## config.mk

```make
export PLATFORM = sky130hd
export DESIGN_NAME = serdes_unpack
export DESIGN_NICKNAME = d
export VERILOG_FILES = /design/src/rtl/serdes_unpack_pkg.sv /design/src/rtl/serdes_unpack_piso.sv /design/src/rtl/serdes_unpack.sv
export SDC_FILE = /design/constraint.sdc
export NUM_CORES = 1
export LEC_CHECK = 0
export BUFFER_PORTS_ARGS = -buffer_cell sky130_fd_sc_hd__buf_4
export CORE_AREA = 2 2 196 236
export CTS_CLUSTER_DIAMETER = 120
export CTS_CLUSTER_SIZE = 25
export DETAILED_ROUTE_END_ITERATION = 10
export DIE_AREA = 0 0 198 238
export GPL_ROUTABILITY_DRIVEN = 0
export RECOVER_POWER = 50
export SKIP_CTS_REPAIR_TIMING = 1
export SLEW_MARGIN = 25
export SYNTH_ARGS = -nofsm -noshare
export SYNTH_HDL_FRONTEND = slang
export SYNTH_HIERARCHICAL = 1
export SYNTH_SLANG_ARGS = --single-unit
export TNS_END_PERCENT = 10
```

## constraint.sdc

```tcl
create_clock -name clk -period 5.4 [get_ports clk]
set_clock_uncertainty 0.2 [all_clocks]
set_input_delay 0.27 -clock clk [delete_from_list [all_inputs] [get_ports clk]]
set_output_delay 0.27 -clock clk [all_outputs]
set_load 0.02 [all_outputs]
```

## src/rtl/serdes_unpack_pkg.sv

```systemverilog
`default_nettype none
// ============================================================================
// Module  : serdes_unpack_pkg
// Brief   : Shared constants and helpers for the read-side op unpacker.
// Revision: 1.0 - initial release
// ============================================================================
package serdes_unpack_pkg;

    localparam logic [1:0] c_st_idle = 2'd0;
    localparam logic [1:0] c_st_fill = 2'd1;
    localparam logic [1:0] c_st_send = 2'd2;

    // Ceiling log2; used to size counters that must hold the value itself.
    function automatic int C_LOG_2(input int value);
        int result;
        result = 0;
        for (int i = 0; i < 31; i++) begin
            if ((1 << i) < value) result = i + 1;
        end
        return result;
    endfunction

    function automatic int lane_lsb(input int lane, input int op_width);
        return lane * op_width;
    endfunction

endpackage
`default_nettype wire

```

## src/rtl/serdes_unpack_piso.sv

```systemverilog
`default_nettype none
// ============================================================================
// Module  : serdes_unpack_piso
// Brief   : Parallel-in serial-out holding register, one op out per shift.
// Revision: 1.0 - initial release
// ============================================================================
module serdes_unpack_piso
    import serdes_unpack_pkg::*;
#(
    parameter int PACK_COUNT = 10,
    parameter int OP_WIDTH   = 16,
    parameter int PACK_WIDTH = PACK_COUNT * OP_WIDTH,
    parameter int LEFT_W     = C_LOG_2(PACK_COUNT + 1)
) (
    input  logic                  clk,
    input  logic                  rst,
    input  logic                  i_load,
    input  logic                  i_shift,
    input  logic [PACK_WIDTH-1:0] i_data,
    output logic [OP_WIDTH-1:0]   o_op,
    output logic [LEFT_W-1:0]     o_left
);

    logic [PACK_WIDTH-1:0] r_data;
    logic [LEFT_W-1:0]     r_left;

    // Load and shift are mutually exclusive: load only happens when empty.
    always_ff @(posedge clk or posedge rst) begin
        if (rst) begin
            r_data <= '0;
            r_left <= '0;
        end else if (i_load) begin
            r_data <= i_data;
            r_left <= LEFT_W'(PACK_COUNT);
        end else if (i_shift) begin
            r_data <= r_data >> OP_WIDTH;
            r_left <= r_left - 1'b1;
        end
    end

    assign o_op   = r_data[OP_WIDTH-1:0];
    assign o_left = r_left;

endmodule
`default_nettype wire

```

## src/rtl/serdes_unpack.sv

```systemverilog
`default_nettype none
// ============================================================================
// Module  : serdes_unpack
// Brief   : Re-slices packed op words into cfg_count-op lane words, one op/cycle.
// Revision: 1.0 - initial release
// ============================================================================
module serdes_unpack
    import serdes_unpack_pkg::*;
#(
    parameter int PACK_COUNT   = 10,
    parameter int UNPACK_COUNT = 10,
    parameter int OP_WIDTH     = 16,
    parameter int PACK_WIDTH   = PACK_COUNT * OP_WIDTH,
    parameter int UNPACK_WIDTH = UNPACK_COUNT * OP_WIDTH,
    parameter int COUNT_W      = C_LOG_2(UNPACK_COUNT + 1)
) (
    input  logic                    clk,
    input  logic                    reset,
    input  logic [COUNT_W-1:0]      cfg_count,
    input  logic                    s_read_flush,
    input  logic                    s_read_req,
    output logic                    s_read_ready,
    input  logic [PACK_WIDTH-1:0]   s_read_data,
    output logic                    m_read_req,
    input  logic                    m_read_ready,
    output logic [UNPACK_WIDTH-1:0] m_read_data
);

    localparam int                 c_left_w  = C_LOG_2(PACK_COUNT + 1);
    localparam logic [COUNT_W-1:0] c_max_cnt = COUNT_W'(UNPACK_COUNT);

    logic [1:0]              r_state;
    logic [UNPACK_WIDTH-1:0] r_dst_data;
    logic [COUNT_W-1:0]      r_dst_idx;
    logic [COUNT_W-1:0]      r_word_cnt;
    logic                    r_flush_sticky;

    logic [OP_WIDTH-1:0]     w_src_op;
    logic [c_left_w-1:0]     w_src_left;
    logic                    w_src_empty;
    logic                    w_accept;
    logic                    w_move;
    logic                    w_flush_clr;
    logic [COUNT_W-1:0]      w_cfg_cnt;
    logic [COUNT_W-1:0]      w_idx_next;

    assign w_src_empty  = (w_src_left == '0);
    assign s_read_ready = w_src_empty && !reset;
    assign w_accept     = s_read_req && s_read_ready;
    assign w_move       = (r_state == c_st_fill) && !w_src_empty;
    assign w_idx_next   = r_dst_idx + 1'b1;
    assign w_cfg_cnt    = ((cfg_count == '0) || (cfg_count > c_max_cnt)) ? c_max_cnt : cfg_count;

    // A flush is consumed once the source is dry: either nothing was pending,
    // or the word carrying the last ops has just been handed off.
    assign w_flush_clr = ((r_state == c_st_fill) && w_src_empty && r_flush_sticky && (r_dst_idx == '0))
                      || ((r_state == c_st_send) && m_read_ready && w_src_empty);

    serdes_unpack_piso #(
        .PACK_COUNT (PACK_COUNT),
        .OP_WIDTH   (OP_WIDTH),
        .PACK_WIDTH (PACK_WIDTH),
        .LEFT_W     (c_left_w)
    ) u_piso (
        .clk     (clk),
        .rst     (reset),
        .i_load  (w_accept),
        .i_shift (w_move),
        .i_data  (s_read_data),
        .o_op    (w_src_op),
        .o_left  (w_src_left)
    );

    always_ff @(posedge clk or posedge reset) begin
        if (reset) begin
            r_state    <= c_st_idle;
            r_dst_data <= '0;
            r_dst_idx  <= '0;
            r_word_cnt <= c_max_cnt;
        end else begin
            case (r_state)
                c_st_idle: begin
                    r_word_cnt <= w_cfg_cnt;
                    r_state    <= c_st_fill;
                end
                c_st_fill: begin
                    if (w_move) begin
                        r_dst_data[lane_lsb(int'(r_dst_idx), OP_WIDTH) +: OP_WIDTH] <= w_src_op;
                        r_dst_idx <= w_idx_next;
                        if (w_idx_next == r_word_cnt) r_state <= c_st_send;
                    end else if (r_flush_sticky && (r_dst_idx != '0)) begin
                        r_state <= c_st_send;
                    end
                end
                c_st_send: begin
                    if (m_read_ready) begin
                        r_dst_data <= '0;
                        r_dst_idx  <= '0;
                        r_word_cnt <= w_cfg_cnt;
                        r_state    <= c_st_fill;
                    end
                end
                default: r_state <= c_st_idle;
            endcase
        end
    end

    // A new flush pulse wins over a same-cycle clear so it is never lost.
    always_ff @(posedge clk or posedge reset) begin
        if (reset) begin
            r_flush_sticky <= 1'b0;
        end else if (s_read_flush) begin
            r_flush_sticky <= 1'b1;
        end else if (w_flush_clr) begin
            r_flush_sticky <= 1'b0;
        end
    end

    assign m_read_req  = (r_state == c_st_send);
    assign m_read_data = r_dst_data;

endmodule
`default_nettype wire

```

Word level (Yosys, flattened, before mapping)
Index checks and enable logic that the tools add are counted.

storage, ports and cells
  bits in registers = 335
  input port bits = 169
  output and inout port bits = 162
  word-level logic and storage cells = 66

operators by class
  add/sub/neg operators = 3
  $lt $le $gt $ge = 1
  equality and inequality tests = 7
  shift operators = 2
  mux-type cells = 21
  reduce and logical (&&, ||, !) cells = 25

operator list
  operator                   number
  $mux 160                   4
  $pmux 160 s2               1
  $bwmux 160                 1
  $shift 16x33->160 const A  1
  $shiftx 16x33->160         1
  $neg 8->33                 1
  $mux 4                     6
  $pmux 4 s2                 2
  $logic_not 4->1            3
  $logic_and 1x1->1          9
  $mux 2                     4
  $reduce_bool 2->1          4
  $pmux 2 s3                 1
  $reduce_and 3->1           2
  $add 4x1->4 const B        1
  $eq 4x4->1                 1
  $gt 4x4->1 const B         1
  $ne 2x1->1 const B         2
  $reduce_bool 4->1          1
  $sub 4x1->4 const B        1
  $ne 3x1->1 const B         1
  $ne 3x3->1 const B         1
  $eq 2x1->1 const B         1
  $eq 2x2->1 const B         1
  5 further kinds            8

Depth between registers and ports, before layout
Gate-level depths: netlist of run 1.

  depth in word-level cells = 7
  mapped depth = 10
  gate-level depth less buffers = 6

Hierarchy
Netlist of run 1, hierarchy kept.

by module, submodules not included
  module              times used  cells each  area each (um2)  seq. area each (um2)
  serdes_unpack_piso  1           731         7,694.9          4,103.9
  serdes_unpack       1           715         7,365.8          4,281.6

Worst setup path after synthesis of run 1
OpenSTA, ideal clock, no wires.

  path kind = input port to flip-flop
  start = in reset
  end = reg u_piso.r_data[0]
  setup time = 0.132 ns
  data arrival time = 4.989 ns
  data required time = 5.068 ns
  path slack = 0.079 ns
  cell stages on the path = 6
  buffers on the path = 3
  path through = inv_1 and3_1 buf_4 buf_4 clkbuf_1 o21ai_1

between the ends
  longest elaborated chain between the ends = 4
  elaborated cells on any way between the ends = 5
  classes of those cells = mux: 1; reduce/logical: 4

RTL lines
  what                                                  RTL line                  source
  start, declared                                       serdes_unpack.sv:18       input logic reset,
  $logic_not 1->1 (no line) (*)                         -
  $logic_and 1x1->1 (*)                                 serdes_unpack.sv:48       assign s_read_ready = w_src_empty && !reset;
  $logic_and 1x1->1 (*)                                 serdes_unpack.sv:49       assign w_accept = s_read_req && s_read_ready;
  named net w_accept                                    serdes_unpack.sv:41       logic w_accept;
  $mux 160 / $reduce_bool 2->1 (equally long branches)  -
  end signal, assigned                                  serdes_unpack_piso.sv:33  r_data <= i_data;
  end signal, assigned                                  serdes_unpack_piso.sv:36  r_data <= r_data >> OP_WIDTH;
  end, declared                                         serdes_unpack_piso.sv:24  logic [PACK_WIDTH-1:0] r_data;

The timed path passes the listed nets; every way through them passes the cells marked *.
A chain may end at the register's enable or synchronous reset.

==> impl_metrics.env, run 1 <==
export IMPL_cpPeakStageDelay_ns=1.51
export IMPL_grt_max_degree=161
export IMPL_path_common_cell="clkbuf_1"
export IMPL_finalCritPeriodShare=0.605
export IMPL_ys_seq_area_frac=0.557
export IMPL_finalSetupViolCount=0
export IMPL_first_pass_iters=5
export IMPL_die_x_um=198
export IMPL_cts_root_buf="clkbuf_16"
export IMPL_slew_viol_final=70
export IMPL_grt_overflow=0
export IMPL_via_per_inst=4.79
export IMPL_r2r_start="u_piso/o_left[1]"
export IMPL_fp_dieH_um=238
export IMPL_cts_buffers=17
export IMPL_cp_slowest_cell="clkbuf_1"
export IMPL_synth_cell_type_count=49
export IMPL_holdCritPathClass="in -> reg"
export IMPL_place_inst=2286
export IMPL_status="finished, violations left"
export IMPL_worstRegToRegCells=5
export IMPL_hold_viol=0
export IMPL_antenna_found_initial=0
export IMPL_track_usage=0.180
export IMPL_critPathCaptureType="async pin"
export IMPL_synth_seq_cells=335
export IMPL_syn_inst=1446
export IMPL_avgSynthCellArea_sq_um=10.4
export IMPL_drive_above_1_share=0.123
export IMPL_drc_errors=0
export IMPL_syn_nets=1619
export IMPL_grt_pass1_vias=11200
export IMPL_rows=85
export IMPL_setup_tns_ns=0
export IMPL_yosys_warnings=6
export IMPL_startpoint_type="primary input"
export IMPL_ir_drop_uv=512
export IMPL_maxClockFrequency_ghz=0.306
export IMPL_antenna_cells=0
export IMPL_dieArea_sq_um=47100
export IMPL_clock_sinks=335
export IMPL_coreArea_sq_um=44800
export IMPL_cp_data_required_time_ns=5.43
export IMPL_max_slew_margin=-0.354
export IMPL_crit_arrival_ns=3.29
export IMPL_power_density_nw_per_um2=506
export IMPL_timing_rr_end="u_piso/r_data[147]"
export IMPL_port_buffers=330
export IMPL_io_pins=331
export IMPL_grt_pass1_wl_um=65700
export IMPL_clock_latency_ns=0.52
export IMPL_instances_no_fill=2476
export IMPL_cts_tree="built"
export IMPL_path_cells="dlygate4sd3_1 -> clkbuf_1 -> inv_6 -> clkbuf_1"
export IMPL_cap_violations=2
export IMPL_clk_pin_slew_ns=0.10
export IMPL_vias=11900
export IMPL_p_leak_nw=9.32
export IMPL_worst_setup_path_type="in -> async"
export IMPL_worst_slew_pin_slew_ns=2.03
export IMPL_hold_slack_ns=0.239
export IMPL_layout_min_cycle_time_ns=3.27
export IMPL_cts_buffer_depth=3
export IMPL_critPathCapture="u_piso/r_data[29]"
export IMPL_first_iter_violations=679
export IMPL_setup_slack_ns=2.13
export IMPL_routed_wl_um=45600
export IMPL_initial_core_util=0.336
export IMPL_dpl_worst_slack_ns=2.22
export IMPL_violations="max-capacitance violations, max-slew violations"
export IMPL_worstPathMaxFanout=98
export IMPL_netlist_area_sq_um=15100
export IMPL_htree_levels=1
export IMPL_regToRegSetupSlack_ns=2.22
export IMPL_startpoint="reset"
export IMPL_wl_per_cell_um=18.4
export IMPL_nets=2040
export IMPL_dp_hpwl_um=30100
export IMPL_grt_setup_unrepaired="no"
export IMPL_syn_to_final_growth_pct=28.5
export IMPL_drtAntennaViolNets=0
Yosys cell counts, drive strengths merged:
cell	number	area share
ha	4	0.0033
xor2	3	0.0017
nor3	7	0.0027
nand3	26	0.0093
o31ai	1	0.00050
and3	2	0.00083
nand4b	1	0.00058
nand2b	21	0.0087
nand4	1	0.00042
dfrtp	333	0.55
nor2b	4	0.0017
a21o	3	0.0015
clkbuf	45	0.011
and4b	2	0.0013
a211oi	1	0.00050
o41a	1	0.00075
nor2	12	0.0032
a31o	10	0.0058
o2bb2ai	1	0.00058
xnor2	5	0.0029
o21ai	220	0.073
inv	25	0.0062
and2	1	0.00042
a21oi	18	0.0060
and3b	1	0.00058
a21bo	1	0.00066
mux2i	241	0.16
nor3b	2	0.0010
nor4b	3	0.0022
dfstp	2	0.0035
nor4	3	0.0027
mux2	1	0.00075
nand3b	4	0.0020
nand2	368	0.092
buf	71	0.037
or4	1	0.00050
or2	1	0.00042
cells in the final DEF (no fill, tap or decap), types with 2 or more instances in the layout:
| cell | instances |
|---|---|
| buf_4 | 179 |
| o21ai_1 | 130 |
| dfrtp_1 | 333 |
| nand2_1 | 368 |
| dfstp_2 | 2 |
| inv_6 | 2 |
| ha_1 | 4 |
| a21o_1 | 3 |
| clkbuf_16 | 17 |
| buf_12 | 3 |
| a21oi_1 | 18 |
| and4b_1 | 2 |
| clkbuf_1 | 164 |
| mux2i_1 | 241 |
| inv_1 | 23 |
| nand2b_1 | 21 |
| nor3_1 | 6 |
| nor3b_1 | 2 |
| xnor2_1 | 5 |
| nor2_1 | 10 |
| nor2b_1 | 4 |
| xor2_1 | 3 |
| nand3_2 | 2 |
| nor4_4 | 2 |
| dlygate4sd3_1 | 171 |
| o21ai_0 | 90 |
| nand3b_1 | 4 |
| nor4b_2 | 2 |
| a31o_2 | 10 |
| nand3_1 | 24 |
through the flow:
stage               power [mW]  utilization  instance area (sq um)
finish                    9.79        0.432                  19300
global route              10.4        0.432                  19300
CTS                       10.2        0.407                  18200
detailed placement        8.73        0.397                  17800
global placement          8.62        0.397                  17800
floorplan                 7.09            -                  15100
sequential cells by signal, summed over array words and instances, names as in the netlist:
name,cells
r_word_cnt,4
r_state,2
u_piso/o_left,4
r_flush_sticky,1
m_read_data,160
r_dst_idx,4
u_piso/r_data,160
cell type report:
class | instances | area (sq um)
Sequential cell | 335 | 8390
Clock buffer | 17 | 425
Tap cell | 609 | 762
Clock inverter | 2 | 46.3
Timing Repair Buffer | 518 | 3740
Fill cell | 4317 | 25400
Inverter | 25 | 104
Multi-Input combinational cell | 970 | 5880
layer usage:
metal / vias to the layer above / share of wire / global-route usage
li1: 5671 / - / -
met1: 5787 / 0.45 / 0.244
met2: 337 / 0.48 / 0.301
met3: 56 / 0.047 / 0.0304
met4: 0 / 0.025 / 0.0417
met5: - / 0 / 0
worst min-delay path by stage:
stage	slack, ns	startpoint	cells past startpoint	end
after floorplan	0.18	s_read_flush	1	r_flush_sticky
after global placement	0.28	s_read_flush	2	r_flush_sticky
after detailed placement	0.28	s_read_flush	2	r_flush_sticky
after CTS	-0.29	s_read_flush	2	r_flush_sticky
after global routing	0.28	s_read_req	4	u_piso/r_data[106]
final	0.24	s_read_req	3	u_piso/o_left[0]
where the power goes:
part,internal [mW],leakage [nW],switching [mW]
registers,3.46,4.43,0.918
clock network,0.625,0.231,0.823
logic,1.48,4.66,2.49
critical path: cells and delay by family:
kind	cells	cell delay (ns)
buffers and inverters	4	2.88
cells by family (layout without fill, tap and decap cells):
| group | Yosys count | in the layout | share of synthesized area |
|---|---|---|---|
| flip-flops | 335 | 335 | 0.557 |
| AO/OA/AOI/OAI | 256 | 256 | 0.0894 |
| AND/OR/NAND/NOR | 460 | 460 | 0.130 |
| adder cells (fa/ha/maj) | 4 | 4 | 0.00332 |
| XOR/XNOR | 8 | 8 | 0.00465 |
| buffers and inverters | 141 | 562 | 0.0548 |
| multiplexers | 242 | 242 | 0.161 |
(Power assumes the default switching activity.)
==> inputs of run 2 (changes only) <==
- clock period: 5.4 -> 2.79 ns (I/O delays scaled with it)
==> run 2 against run 1 <==
The flow still finishes with violations (max-capacitance violations, max-slew violations). Global-route usage is 0.13 points lower. Via count up 0.16%. Die area unchanged. Worst hold slack worse by 0.070 ns. Clock-buffer cell count increased by 1. Power grew 95%. Setup slack got worse by 1.8 ns.
==> impl_metrics.env, run 2 (synthesis results as in run 1) <==
export IMPL_status="finished, violations left"
export IMPL_violations="max-capacitance violations, max-slew violations"
export IMPL_crit_arrival_ns=2.67
export IMPL_grt_pass1_wl_um=65100
export IMPL_ir_drop_uv=388
export IMPL_vias=11900
export IMPL_total_power_mw=19.0
export IMPL_hold_viol=0
export IMPL_finalCritPeriodShare=0.864
export IMPL_power_density_nw_per_um2=966
export IMPL_path_cells="inv_1 -> ha_1 -> nand4b_1 -> nor2_2 -> buf_4 -> and2_0 -> buf_4 -> a31o_2"
export IMPL_initial_core_util=0.336
export IMPL_design_area_sq_um=19700
export IMPL_drtAntennaViolNets=0
export IMPL_routed_wl_um=45700
export IMPL_dieArea_sq_um=47100
export IMPL_antenna_found_initial=0
export IMPL_cts_buffers=17
export IMPL_port_buffers=330
export IMPL_cpLargestDelayFamily="simple AND/OR/NAND/NOR gates"
export IMPL_cts_root_buf="clkbuf_16"
export IMPL_critPathCaptureType="flop"
export IMPL_regToRegSetupSlack_ns=0.38
export IMPL_cts_buffer_depth=3
export IMPL_wl_per_cell_um=18.2
export IMPL_cpPeakStageDelay_ns=0.47
export IMPL_grt_setup_unrepaired="no"
export IMPL_placed_cell_area_sq_um=18100
export IMPL_startpoint_type="flop"
export IMPL_track_usage=0.179
export IMPL_syn_to_final_growth_pct=31.0
export IMPL_first_pass_iters=5
export IMPL_grt_overflow=0
export IMPL_worst_setup_path_type="reg -> reg"
export IMPL_fp_dieH_um=238
export IMPL_cts_tree="built"
export IMPL_finalSetupViolCount=0
export IMPL_dpl_worst_slack_ns=0.413
export IMPL_nets=2071
export IMPL_cp_data_required_time_ns=3.05
export IMPL_dp_hpwl_um=31700
export IMPL_clk_pin_slew_ns=0.10
export IMPL_setup_slack_ns=0.379
export IMPL_first_iter_violations=656
export IMPL_max_slew_margin=-0.143
export IMPL_io_pins=331
export IMPL_rows=85
export IMPL_drive_above_1_share=0.138
export IMPL_nFillCells=4325
export IMPL_htree_levels=1
export IMPL_final_cell_mix="nand2_1, dfrtp_1, mux2i_1"
export IMPL_grt_pass1_vias=11200
export IMPL_path_buf_inv=3
export IMPL_hold_slack_ns=0.169
export IMPL_coreArea_sq_um=44800
export IMPL_cp_slowest_cell="ha_1"
export IMPL_clock_latency_ns=0.52
export IMPL_clock_sinks=335
export IMPL_final_common_cell="nand2_1"
export IMPL_path_common_cell="buf_4"
export IMPL_via_per_inst=4.73
export IMPL_worstPathMaxFanout=10
export IMPL_die_x_um=198
export IMPL_grt_max_degree=172
export IMPL_worst_slew_pin_slew_ns=1.70
export IMPL_cap_violations=1
export IMPL_maxClockFrequency_ghz=0.415
export IMPL_holdCritPathClass="in -> reg"
export IMPL_drc_errors=0
export IMPL_antenna_cells=0
export IMPL_layout_min_cycle_time_ns=2.41
export IMPL_p_leak_nw=9.51
export IMPL_slew_viol_final=38
==> run 2: worst reg2reg max path: stages (launching register included) <==
cell and delay [ns]:
dfrtp_1 0.45, inv_1 0.08, ha_1 0.47, nand4b_1 0.29
nor2_2 0.18, buf_4 0.19, and2_0 0.16, buf_4 0.17
a31o_2 0.16
==> run 2: final timing paths <==
path | start | to | cells past startpoint
min in group asynchronous | reset | m_read_data[85] | 4
max | r_dst_idx[1] | m_read_data[85] | 8
min reg2reg | m_read_data[0] | m_read_data[0] | 2
min | s_read_data[101] | u_piso/r_data[101] | 4
max in group asynchronous | reset | u_piso/r_data[42] | 4
max reg2reg | r_dst_idx[1] | m_read_data[85] | 8
==> run 2: layout make-up <==
class	count	area, sq um	share of cell area
clock buffers	18	429	0.0218
flip-flops and latches	335	8390	0.425
clock inverters	2	41.3	0.00209
inverters	25	98.8	0.00501
repair buffers	549	4140	0.210
well taps	609	762	0.0386
multi-input cells	970	5870	0.298
==> run 2: report_power, final <==
| part | internal, mW | switching [mW] |
|---|---|---|
| clock | 1.21 | 1.56 |
| sequential | 6.70 | 1.72 |
| combinational | 3.01 | 4.84 |
==> run 2: stage by stage <==
stage | setup TNS, ns | cells | util
2_1_floorplan | -194.13 | 1446 | -
3_3_place_gp | 0 | 2315 | 0.405
3_5_place_dp | 0 | 2315 | 0.405
4_1_cts | 0 | 2335 | 0.416
5_1_grt | 0 | 2508 | 0.441
6_report | 0 | 2508 | 0.441
==> run 2: routing by layer <==
layer	vias to the layer above	part of all wire	global-route usage	wire, um
li1	5750	-	-	-
met1	5740	0.43	0.234	19600
met2	343	0.50	0.310	22800
met3	37	0.060	0.0348	2720
met4	0	0.011	0.0301	515
met5	-	0	0	0
==> inputs of run 3 (changes only) <==
- CELL_PAD_IN_SITES_DETAIL_PLACEMENT: default -> 2
- CELL_PAD_IN_SITES_GLOBAL_PLACEMENT: default -> 2
- CORE_AREA: 2 2 196 236 -> 2 2 205 247
- DIE_AREA: 0 0 198 238 -> 0 0 207 249
- PLACE_DENSITY_LB_ADDON: default -> 0.1
==> run 3 against run 2 <==
The run now ends clean. Critical path depth is 1 lower. Clock-buffer cell count grew 4. Non-clock buffer count decreased by 4. Critical endpoint unchanged. Via count grew 3.7%. Cell count is 1.2% higher. Clock power is 2% higher. Sequential power rose by 0.6%. Highest routed layer is now met5. Core utilization fell by 3.8 points.
==> impl_metrics.env, run 3 (synthesis results as in run 1) <==
export IMPL_status="finished, final reports clean"
export IMPL_cpPeakStageDelay_ns=0.49
export IMPL_finalCritPeriodShare=0.873
export IMPL_dr_wl_met2_um=30200
export IMPL_ir_drop_uv=677
export IMPL_grt_pass1_vias=12900
export IMPL_slew_viol_final=0
export IMPL_design_area_sq_um=19700
export IMPL_cts_buffer_depth=3
export IMPL_cts_tree="built"
export IMPL_nFillCells=5357
export IMPL_path_buf_inv=2
export IMPL_die_x_um=207
export IMPL_maxClockFrequency_ghz=0.411
export IMPL_vias=12300
export IMPL_nets=2067
export IMPL_drtAntennaViolNets=0
export IMPL_instances_no_fill=2537
export IMPL_grt_overflow=0
export IMPL_netSwitchingFraction=0.441
export IMPL_p_int_mw=10.9
export IMPL_multi_input_area_sq_um=5870
export IMPL_worst_setup_path_type="reg -> reg"
export IMPL_setup_slack_ns=0.355
export IMPL_startpoint_type="flop"
export IMPL_worst_slew_pin_slew_ns=1.41
export IMPL_antenna_found_initial=2
export IMPL_wl_per_cell_um=22.2
export IMPL_critPathCaptureType="flop"
export IMPL_power_density_nw_per_um2=988
export IMPL_track_usage=0.197
export IMPL_clock_latency_ns=0.54
export IMPL_drive_above_1_share=0.139
export IMPL_placed_cell_area_sq_um=18100
export IMPL_holdCritPathClass="in -> reg"
export IMPL_dieArea_sq_um=51500
export IMPL_finalSetupViolCount=0
export IMPL_final_cell_mix="nand2_1, dfrtp_1, mux2i_1"
export IMPL_hold_viol=0
export IMPL_crit_arrival_ns=2.71
export IMPL_seq_area_sq_um=8390
export IMPL_place_inst=2339
export IMPL_grt_pass1_wl_um=79200
export IMPL_cpLargestDelayFamily="simple AND/OR/NAND/NOR gates"
export IMPL_fp_dieH_um=249
export IMPL_hold_slack_ns=0.150
export IMPL_dpl_worst_slack_ns=0.388
export IMPL_cts_root_buf="clkbuf_16"
export IMPL_met1_length_um=23100
export IMPL_max_slew_margin=0.0584
export IMPL_final_util=0.403
export IMPL_clock_sinks=335
export IMPL_rows=89
export IMPL_first_iter_violations=452
export IMPL_syn_to_final_growth_pct=31.1
export IMPL_cap_violations=0
export IMPL_cp_data_required_time_ns=3.06
export IMPL_io_pins=331
export IMPL_path_cells="inv_1 -> ha_1 -> nand2b_1 -> a21oi_1 -> buf_4 -> and4b_1 -> a31o_2"
export IMPL_drc_errors=0
export IMPL_cp_slowest_cell="and4b_1"
export IMPL_first_pass_iters=4
export IMPL_total_power_mw=19.5
export IMPL_dr_max_layer_used="met5"
export IMPL_grt_max_degree=172
export IMPL_coreArea_sq_um=49000
export IMPL_worstPathMaxFanout=11
export IMPL_power_frac_comb=0.421
export IMPL_power_frac_clock=0.145
export IMPL_cts_buffers=17
export IMPL_layout_min_cycle_time_ns=2.44
export IMPL_switchingPower_mw=8.61
export IMPL_port_buffers=330
export IMPL_grt_setup_unrepaired="no"
export IMPL_htree_levels=1
export IMPL_final_common_cell="nand2_1"
export IMPL_initial_core_util=0.307
export IMPL_dp_hpwl_um=37400
export IMPL_pwr_share_seq=0.434
export IMPL_wl_met3_um=1850
export IMPL_routed_wl_um=56400
export IMPL_setup_tns_ns=0
export IMPL_clk_pin_slew_ns=0.11
export IMPL_via_per_inst=4.85
export IMPL_p_leak_nw=9.51
-- run 3: cell types whose count changed in the layout (fill, tap and decap cells not counted) --
cell,before,now
inv_8,1,0
inv_12,0,1
bufinv_16,1,0
inv_6,0,1
buf_4,197,202
clkbuf_1,162,160
clkbuf_2,3,2
diode_2,0,1
buf_16,1,0
clkbuf_4,1,0
-- run 3: power by group through the flow --
stage | logic (mW) | clock network [mW] | registers (mW)
2_1_floorplan | 4.89 | 0 | 8.85
3_3_place_gp | 8.57 | 0 | 8.59
3_5_place_dp | 8.84 | 0 | 8.67
4_1_cts | 8.86 | 3.01 | 8.57
5_1_grt | 9.02 | 3.13 | 8.73
6_report | 8.21 | 2.83 | 8.47
-- run 3: final timing paths --
check | start | endpoint | slack (ns) | cells after the start
max reg2reg | r_dst_idx[3] | m_read_data[85] | 0.35 | 7
min reg2reg | m_read_data[12] | m_read_data[12] | 0.31 | 2
max in group asynchronous | reset | m_read_data[76] | 0.47 | 5
max | r_dst_idx[3] | m_read_data[85] | 0.35 | 7
min | s_read_data[159] | u_piso/r_data[159] | 0.15 | 4
min in group asynchronous | reset | u_piso/r_data[104] | 0.24 | 3
-- run 3: area by class of cell --
type                       count  area share
clock inverter                 2     0.00127
tap                          637      0.0404
sequential                   335       0.425
inverter                      25     0.00501
timing repair buffer         545       0.208
multi-input combinational    970       0.298
clock buffer                  22      0.0225
antenna                        1    0.000127
-- run 3: worst reg2reg max path: cells and delay by family, from the launching register on --
| kind | cells | cell delay [ns] |
|---|---|---|
| AO/OA/AOI/OAI | 2 | 0.43 |
| adder cells (fa/ha/maj) | 1 | 0.33 |
| buffers and inverters | 2 | 0.32 |
| flip-flops | 1 | 0.46 |
| AND/OR/NAND/NOR | 2 | 0.63 |
-- run 3: layer usage --
metal / vias up / GRT usage
met2: 235 / 0.358
li1: 5726 / -
met3: 54 / 0.0303
met1: 6297 / 0.245
met5: - / 0
met4: 2 / 0.0418
